<file path="config.mk">
export PLATFORM = sky130hd
export DESIGN_NAME = debug_hex_panel
export DESIGN_NICKNAME = d
export VERILOG_FILES = /design/src/rtl/debug_hex_panel.sv
export SDC_FILE = /design/constraint.sdc
export NUM_CORES = 1
export LEC_CHECK = 0
export BUFFER_PORTS_ARGS = -buffer_cell sky130_fd_sc_hd__buf_2
export CORE_ASPECT_RATIO = 0.5
export CORE_MARGIN = 8
export CORE_UTILIZATION = 28
export CTS_BUF_LIST = sky130_fd_sc_hd__clkbuf_16
export DETAILED_ROUTE_END_ITERATION = 10
export REMOVE_ABC_BUFFERS = 1
export SETUP_SLACK_MARGIN = 0.05
export SLEW_MARGIN = 20
export SYNTH_ARGS = -nofsm -noshare
export SYNTH_HDL_FRONTEND = slang
export SYNTH_SLANG_ARGS = --single-unit
</file>
<file path="constraint.sdc">
create_clock -name clk -period 7.6 [get_ports clk]
set_input_delay 0.76 -clock clk [delete_from_list [all_inputs] [get_ports clk]]
set_output_delay 0.76 -clock clk [all_outputs]
set_load 0.01 [all_outputs]
</file>
<file path="src/rtl/debug_hex_panel.sv">
// debug_hex_panel
//   Seven-segment readout for NUM_SRC debug words, NUM_DIGITS hex digits each.
//   Two debounced buttons are supported:
//     - btn_next advances the displayed source.
//     - btn_freeze toggles a snapshot of all sources.
//   An auto-rotate mode steps through the sources every ROT_CYCLES clocks.
//
//   Optional build macro: DEBUG_PANEL_CHANGE_FLASH_EN
//     When defined, a digit whose value changes in LIVE/AUTO is blanked for
//     FLASH_CYCLES clocks before it shows the new value.
//     When undefined, led is always the plain hex decode.
//
// Ports
//   clk         system clock
//   rst         synchronous reset, active-high
//   src_data    NUM_SRC words; word k at [k*DATA_W +: DATA_W]
//   btn_next    raw button: advance to the next source
//   btn_freeze  raw button: toggle the frozen snapshot
//   mode_auto   level: auto-rotate whenever not frozen
//   led         digit i at [i*7 +: 7], bit0=a .. bit6=g, active-high
//   sel_out     index of the displayed source
//   frozen      high while the snapshot is displayed
module debug_hex_panel #(
  parameter int NUM_DIGITS   = 8,
  parameter int NUM_SRC      = 4,
  parameter int DEB_CYCLES   = 16,
  parameter int ROT_CYCLES   = 50000000,
  parameter int FLASH_CYCLES = 4000000,
  localparam int DATA_W = 4 * NUM_DIGITS,
  localparam int SEL_W  = (NUM_SRC > 1) ? $clog2(NUM_SRC) : 1
) (
  input  logic                      clk,
  input  logic                      rst,
  input  logic [NUM_SRC*DATA_W-1:0] src_data,
  input  logic                      btn_next,
  input  logic                      btn_freeze,
  input  logic                      mode_auto,
  output logic [NUM_DIGITS*7-1:0]   led,
  output logic [SEL_W-1:0]          sel_out,
  output logic                      frozen
);

  localparam int DEB_W = $clog2(DEB_CYCLES + 1);
  localparam int TMR_W = (ROT_CYCLES > 1) ? $clog2(ROT_CYCLES) : 1;

  if (NUM_DIGITS < 1 || NUM_SRC < 1 || DEB_CYCLES < 1 || ROT_CYCLES < 1 || FLASH_CYCLES < 1) begin : g_param_check
    $error("debug_hex_panel: size and cycle parameters must all be >= 1");
  end

  typedef enum logic [1:0] {
    LIVE   = 2'd0,
    AUTO   = 2'd1,
    FROZEN = 2'd2
  } state_t;

  state_t            state_q;
  logic [SEL_W-1:0]  sel_q;
  logic [TMR_W-1:0]  timer_q;
  logic [TMR_W-1:0]  timer_d;
  logic              frozen_q;
  logic [DATA_W-1:0] snap_q [NUM_SRC];

  // ---------------------------------------------------------------------------
  // Debounce: index 0 = next, index 1 = freeze.
  // ---------------------------------------------------------------------------
  logic [1:0] btn_raw;
  logic [1:0] press;
  assign btn_raw = {btn_freeze, btn_next};

  genvar gi;
  generate
    for (gi = 0; gi < 2; gi++) begin : g_deb
      logic [DEB_W-1:0] cnt_q;
      logic [DEB_W-1:0] cnt_d;
      logic             lvl_q;
      logic             lvl_d;

      always_comb begin
        if (!btn_raw[gi]) begin
          cnt_d = '0;
        end else if (cnt_q == DEB_W'(DEB_CYCLES)) begin
          cnt_d = cnt_q;
        end else begin
          cnt_d = cnt_q + 1'b1;
        end
        lvl_d = (cnt_d == DEB_W'(DEB_CYCLES));
      end

      // The pulse is taken from the level's next value, so the press acts on
      // the same clock the counter reaches DEB_CYCLES. Saturation means a held
      // button never produces another pulse.
      assign press[gi] = lvl_d & ~lvl_q;

      always_ff @(posedge clk) begin
        if (rst) begin
          cnt_q <= '0;
          lvl_q <= 1'b0;
        end else begin
          cnt_q <= cnt_d;
          lvl_q <= lvl_d;
        end
      end
    end
  endgenerate

  logic next_press;
  logic freeze_press;
  assign next_press   = press[0];
  assign freeze_press = press[1];

  // ---------------------------------------------------------------------------
  // Rotate timer.
  // The timer only runs while the panel stays in AUTO.
  // A next press restarts the period. When a next press and the terminal
  // count land on the same clock, sel still advances by exactly one.
  // ---------------------------------------------------------------------------
  logic rot_tick;

  always_comb begin
    timer_d  = '0;
    rot_tick = 1'b0;
    if (state_q == AUTO && mode_auto && !freeze_press && !next_press) begin
      if (timer_q == TMR_W'(ROT_CYCLES - 1)) begin
        rot_tick = 1'b1;
      end else begin
        timer_d = timer_q + 1'b1;
      end
    end
  end

  logic [SEL_W-1:0] sel_inc;
  assign sel_inc = (sel_q == SEL_W'(NUM_SRC - 1)) ? '0 : sel_q + 1'b1;

  // ---------------------------------------------------------------------------
  // Control FSM: state, source select, timer and snapshot.
  // ---------------------------------------------------------------------------
  always_ff @(posedge clk) begin
    if (rst) begin
      state_q  <= LIVE;
      sel_q    <= '0;
      timer_q  <= '0;
      frozen_q <= 1'b0;
      for (int k = 0; k < NUM_SRC; k++) begin
        snap_q[k] <= '0;
      end
    end else begin
      timer_q <= timer_d;
      if (next_press || rot_tick) begin
        sel_q <= sel_inc;
      end
      case (state_q)
        LIVE, AUTO: begin
          if (freeze_press) begin
            state_q  <= FROZEN;
            frozen_q <= 1'b1;
            for (int k = 0; k < NUM_SRC; k++) begin
              snap_q[k] <= src_data[k*DATA_W +: DATA_W];
            end
          end else if (state_q == LIVE && mode_auto) begin
            state_q <= AUTO;
          end else if (state_q == AUTO && !mode_auto) begin
            state_q <= LIVE;
          end
        end
        FROZEN: begin
          if (freeze_press) begin
            state_q  <= mode_auto ? AUTO : LIVE;
            frozen_q <= 1'b0;
          end
        end
        default: begin
          state_q  <= LIVE;
          frozen_q <= 1'b0;
        end
      endcase
    end
  end

  assign sel_out = sel_q;
  assign frozen  = frozen_q;

  // ---------------------------------------------------------------------------
  // Displayed word and hex decode.
  // ---------------------------------------------------------------------------
  logic [DATA_W-1:0] disp_word;

  always_comb begin
    disp_word = '0;
    for (int k = 0; k < NUM_SRC; k++) begin
      if (sel_q == SEL_W'(k)) begin
        disp_word = (state_q == FROZEN) ? snap_q[k] : src_data[k*DATA_W +: DATA_W];
      end
    end
  end

  function automatic logic [6:0] seg7(input logic [3:0] nib);
    case (nib)
      4'h0: seg7 = 7'h3F;
      4'h1: seg7 = 7'h06;
      4'h2: seg7 = 7'h5B;
      4'h3: seg7 = 7'h4F;
      4'h4: seg7 = 7'h66;
      4'h5: seg7 = 7'h6D;
      4'h6: seg7 = 7'h7D;
      4'h7: seg7 = 7'h07;
      4'h8: seg7 = 7'h7F;
      4'h9: seg7 = 7'h6F;
      4'hA: seg7 = 7'h77;
      4'hB: seg7 = 7'h7C;
      4'hC: seg7 = 7'h39;
      4'hD: seg7 = 7'h5E;
      4'hE: seg7 = 7'h79;
      default: seg7 = 7'h71;
    endcase
  endfunction

  logic [NUM_DIGITS*7-1:0] seg_plain;
  logic [NUM_DIGITS*7-1:0] led_d;
  logic [NUM_DIGITS*7-1:0] led_q;

  generate
    for (gi = 0; gi < NUM_DIGITS; gi++) begin : g_dec
      assign seg_plain[gi*7 +: 7] = seg7(disp_word[gi*4 +: 4]);
    end
  endgenerate

`ifdef DEBUG_PANEL_CHANGE_FLASH_EN
  localparam int FL_W = $clog2(FLASH_CYCLES + 1);

  // The word currently on led is remembered along with the sel and state
  // that produced it.
  // A digit only counts as changed when sel and state are unchanged, so
  // switching source or mode never causes a flash.
  logic [DATA_W-1:0] shown_word_q;
  logic [SEL_W-1:0]  shown_sel_q;
  state_t            shown_state_q;
  logic              shown_valid_q;
  logic              track;

  assign track = shown_valid_q && (state_q != FROZEN) &&
                 (shown_sel_q == sel_q) && (shown_state_q == state_q);

  always_ff @(posedge clk) begin
    if (rst) begin
      shown_word_q  <= '0;
      shown_sel_q   <= '0;
      shown_state_q <= LIVE;
      shown_valid_q <= 1'b0;
    end else begin
      shown_word_q  <= disp_word;
      shown_sel_q   <= sel_q;
      shown_state_q <= state_q;
      shown_valid_q <= 1'b1;
    end
  end

  generate
    for (gi = 0; gi < NUM_DIGITS; gi++) begin : g_flash
      logic [FL_W-1:0] flash_q;
      logic [FL_W-1:0] flash_d;

      always_comb begin
        flash_d = '0;
        if (state_q != FROZEN) begin
          if (track && (shown_word_q[gi*4 +: 4] != disp_word[gi*4 +: 4])) begin
            flash_d = FL_W'(FLASH_CYCLES);
          end else if (flash_q != '0) begin
            flash_d = flash_q - 1'b1;
          end
        end
      end

      always_ff @(posedge clk) begin
        if (rst) begin
          flash_q <= '0;
        end else begin
          flash_q <= flash_d;
        end
      end

      assign led_d[gi*7 +: 7] = (flash_d != '0) ? 7'h00 : seg_plain[gi*7 +: 7];
    end
  endgenerate
`else
  assign led_d = seg_plain;
`endif

  always_ff @(posedge clk) begin
    if (rst) begin
      led_q <= '0;
    end else begin
      led_q <= led_d;
    end
  end

  assign led = led_q;

endmodule

</file>
### Word-level counts from Yosys, hierarchy flattened

Memories as Yosys holds them, arrays and structs flattened. A register that Yosys moved wholly into a read port is not among the register bits.
Index checks and enable logic that the tools add are counted.

* input bits: 133
* memories kept: 9
* memory bits (writable): 128
* register bits: 43
* memory bits (read-only): 896
* bits in latches: 0
* output and inout bits: 59
* logic and storage cells: 92

Memory list
* snap_q: words 4, width 32, rd ports 4, clocked after memory_dff 0, write ports 4, line 61 `logic [DATA_W-1:0] snap_q [NUM_SRC];`
* (name not given): words 16, width 7, rd ports 1, clocked after memory_dff 1, write ports 0, line 197 `case (nib)`
* (name not given): words 16, width 7, rd ports 1, clocked after memory_dff 1, write ports 0, line 197
* (name not given): words 16, width 7, rd ports 1, clocked after memory_dff 1, write ports 0, line 197
* (name not given): words 16, width 7, rd ports 1, clocked after memory_dff 1, write ports 0, line 197
* (name not given): words 16, width 7, rd ports 1, clocked after memory_dff 1, write ports 0, line 197
* 3 more memories

* divide/modulo/power cells: 0
* reductions and logical operators: 15
* bitwise gates (word level): 9
* mux-type cells: 34
* $add $sub $neg: 4
* shift-type cells: 0
* $lt $le $gt $ge: 0
* multiply operators: 0
* eq/ne operators: 13

Operators with widths (number)
* 32-bit two-way mux: 12
* 26-bit by 1-bit adder with 26-bit output, second input constant: 1
* 26-bit == test, second input constant: 1
* 5-bit == test, second input constant: 4
* 5-bit two-way mux: 4
* 1-bit two-way mux: 11
* 5-bit by 1-bit adder with 5-bit output, second input constant: 2
* 2-bit two-way mux: 5
* 2-bit == test, second input constant: 3
* 1-bit logical AND: 5
* 2-bit by 1-bit == test with 1-bit output, second input constant: 2
* 2-bit logical NOT: 2
* 2-bit != test, second input constant: 2
* 4-bit != test, second input constant: 1
* 1-bit bitwise OR: 4
* 2-bit case mux with 2 select lines: 1
* 2-bit AND reduction: 2
* 1-bit logical NOT: 3
* 1-bit inverter: 3
* 3-bit OR reduction: 1
* 2-bit by 1-bit adder with 2-bit output, second input constant: 1
* 1-bit AND: 2
* 1-bit case mux with 2 select lines: 1
* 2-bit OR reduction: 1
* 1-bit logical OR: 1

### Longest topological paths before layout

* depth after elaboration: 10
* depth in mapped cells: 16
* depth with buffers taken out: 13

### Worst setup path after synthesis

No wires, ideal clock.

* kind: register -> register
* start: register g_deb[1].cnt_q[0]
* end: memory snap_q[0][0] (netlist bit) (enable)
* required time: 7.167 ns
* stages on the path, launching flop included: 8
* setup time: 0.433 ns
* path slack: 3.982 ns
* arrival time: 3.185 ns
* period minus slack after synthesis: 3.618 ns
* cell sequence: dfxtp_1 inv_1 ha_1 nor2_1 o211ai_1 a211oi_1 and2_1 or2_2

RTL lines
* from (decl): line 73 `logic [DEB_W-1:0] cnt_q;`
* from (signal assigned): line 99 `cnt_q <= cnt_d;`
* to (decl): line 61

### Worst setup path after layout

* start: register state_q[0]
* end: register led_q[27], in the netlist led[27]

* cells in the longest elaborated chain, start to end: 6
* elaborated cells between the ends (all ways): 9

Ends and longest elaborated chain
* from (decl): line 56 `state_t state_q;`
* from (signal assigned): line 167 `state_q <= mode_auto ? AUTO : LIVE;`
* 2-bit == test (*): line 191 `disp_word = (state_q == FROZEN) ? snap_q[k] : src_data[k*DATA_W +: DATA_W];`
* 32-bit two-way mux: line 191
* 32-bit two-way mux (3 in series): line 190 `if (sel_q == SEL_W'(k)) begin`
* 32-bit two-way mux (*): line 190
* to (decl): line 219 `logic [NUM_DIGITS*7-1:0] led_q;`

Every way passes the cells marked *; elsewhere a longest branch is shown, timed or not.
A chain may end at the register's enable or synchronous reset.

==> results.tsv <==
metric	value	unit
status	complete, no violations	
start_kind	flip-flop	
yosys-top-cells-area	edfxtp_1 (31%), dfxtp_1 (16%), and2_1 (6.5%)	
syn_inst	1243	
wl	35.1	mm
p_leak	6.10	nW
grt_setup_unrepaired	false	
cp_cell_sequence	nand2b_4, buf_4, mux2i_1, o21ai_1, o21ai_1, inv_1, ha_1, mux2_1, a221oi_1	
pre_cts_ws	3.67	ns
wl_per_cell	17.5	um
r2r-start	state_q[0]$_SDFFE_PP0P_	
cts_tree	built	
ys_seq_area_share	46.5	%
synthToLayoutAreaGrowth	17.4	%
via_per_inst	4.83	
slew_headroom	28.3	%
drive_gt1_share	19.3	%
pin_count	192	
worst_ep_required_time	8.02	ns
dp_hpwl	24.2	mm
syn_area	0.0125	sq mm
ir_drop	0.000135	V
rows	54	
cts-hold-fix-buffers	0	
synthFlopType	edfxtp_1	
start_util	28.6	%
worst_pin_slew	1.06	ns
synth_seq_cells	227	
slew_viol_final	0	
postCtsSetupBuffers	0	
cp.arrival	4.37	ns
fill_cells	4457	
die_x	315	um
setup-violations-final	0	
io_buffers	191	
drtPass1Iterations	5	
yosys.area.top_type_share	30.7	%
fp.dieArea	0.0522	sq mm
final.setup.worst_slack	3.65	ns
fin_nets	1587	
period_needed	3.95	ns
cts_max_level	1	
crit_type	flip-flop to flip-flop	
gr-usage-all-layers	12.9	%
fin_area	0.0147	sq mm
crit_buf_inv	2	
power	2.76	mW
gp_congestion	0.815	
drt_iter0_markers	699	
grt_pass1_vias	9828	
cts_resized	0	
synth_common_cells	nand2_1 (136), and2_1 (131), edfxtp_1 (128)	
critPathMaxStageDelay	0.85	ns
die_h	166	um
critPathSlowestCell	buf_4	
synthDistinctLibCells	75	
drtAntennaViolNets	0	
via_count	9692	
finalSetupTns	0	ns
hp-start	timer_q[0]$_SDFF_PP0_	
final_hold_viol_count	0	
hp-class	flip-flop to flip-flop	
fin_worst_skew	0.00977	ns
power_density	188	mW/mm^2
cp_max_fo	81	
synth_edf_count	128	
clock_latency	0.52	ns
antenna_found_initial	13	
syn_avg_cell_area	10.1	sq um
fin_crit_sh	51.9	%
timing.fmax	253	MHz
grt_first_pass_wirelength	54.3	mm
final_cells	2007	
synth.most_common_cell	nand2_1	
synth-async-reset-ratio	0	%
placed_area	0.0139	sq mm
fin_hold_ws	0.468	ns
drc	0	
cts_made_buffers	25	
crit_top_cell	o21ai_1	
finalCoreUtilization	33.5	%
cp_top_family	buffers and inverters	
cp-end-kind	flip-flop	
clock_sinks	227	
yosysWarnings	0	
clkTransAtPathRegs	0.07	ns
cts_buffer_depth	3	
core	0.0438	sq mm
maxCapViolations	0	
worstSetupStartpoint	state_q[0]$_SDFFE_PP0P_	
cts-root-buf	clkbuf_16	
placedCellCount	1950	
grt-ovfl-total	0	
yosysTopAreaCell	edfxtp_1	
grt_max_degree	108	
## area by class of cell
cell class	count	area [sq um]	share of cell area, %
Antenna cell	12	30.0	0.204
Clock buffer	26	651	4.42
Clock inverter	19	87.6	0.595
Inverter	47	176	1.20
Multi-Input combinational cell	886	6150	41.8
Sequential cell	227	5830	39.6
Tap cell	588	736	5.00
Timing Repair Buffer	202	1050	7.15
## registers in the layout, indices dropped and copies added, names as in the netlist
name         cells
snap_q         128
led             56
timer_q         26
g_deb.cnt_q     10
g_deb.lvl_q      2
sel_out          2
state_q          2
frozen           1
## cells in the final DEF (no fill, tap or decap), types with 25 or more instances in the layout
master,instances
nand3_1,82
and2_1,131
clkbuf_16,26
a221oi_1,25
dfxtp_1,99
inv_1,52
a21oi_1,32
nor2_1,85
ha_1,63
mux2i_1,73
buf_2,191
nand2_1,136
edfxtp_1,128
## final timing paths
path | end | slack [ns] | depth (start not counted)
hold / removal | timer_q[0]$_SDFF_PP0_ | 0.47 | 1
hold reg to reg | timer_q[0]$_SDFF_PP0_ | 0.47 | 1
setup reg to reg | led[27]$_SDFF_PP0_ | 3.65 | 9
setup / recovery | led[27]$_SDFF_PP0_ | 3.65 | 9
## per-layer routing
metal,up-vias,share of wire [%],track usage (%)
met5,-,0,0
met4,0,2.6,5.51
met3,48,2.8,1.62
met2,148,53,23.8
met1,4724,42,15.2
li1,4772,-,-
## kinds of logic (layout without fill, tap and decap cells)
kind of cell,Yosys count,in the layout,synth area share [%]
buffers and inverters,130,294,4.72
AO/OA/AOI/OAI,181,181,11.1
multiplexers,95,95,8.11
other,0,12,0
AND/OR/NAND/NOR,516,516,21.0
flip-flops,227,227,46.5
XOR/XNOR,29,29,2.03
adder cells (fa/ha/maj),65,65,6.49
## power breakdown
group	switching (mW)	internal, mW	leakage, nW
sequential	0.0168	1.35	2.14
combinational	0.166	0.112	3.57
clock	0.501	0.617	0.396
total	0.683	2.07	6.10
No activity file was read; power rests on OpenSTA's default activity.
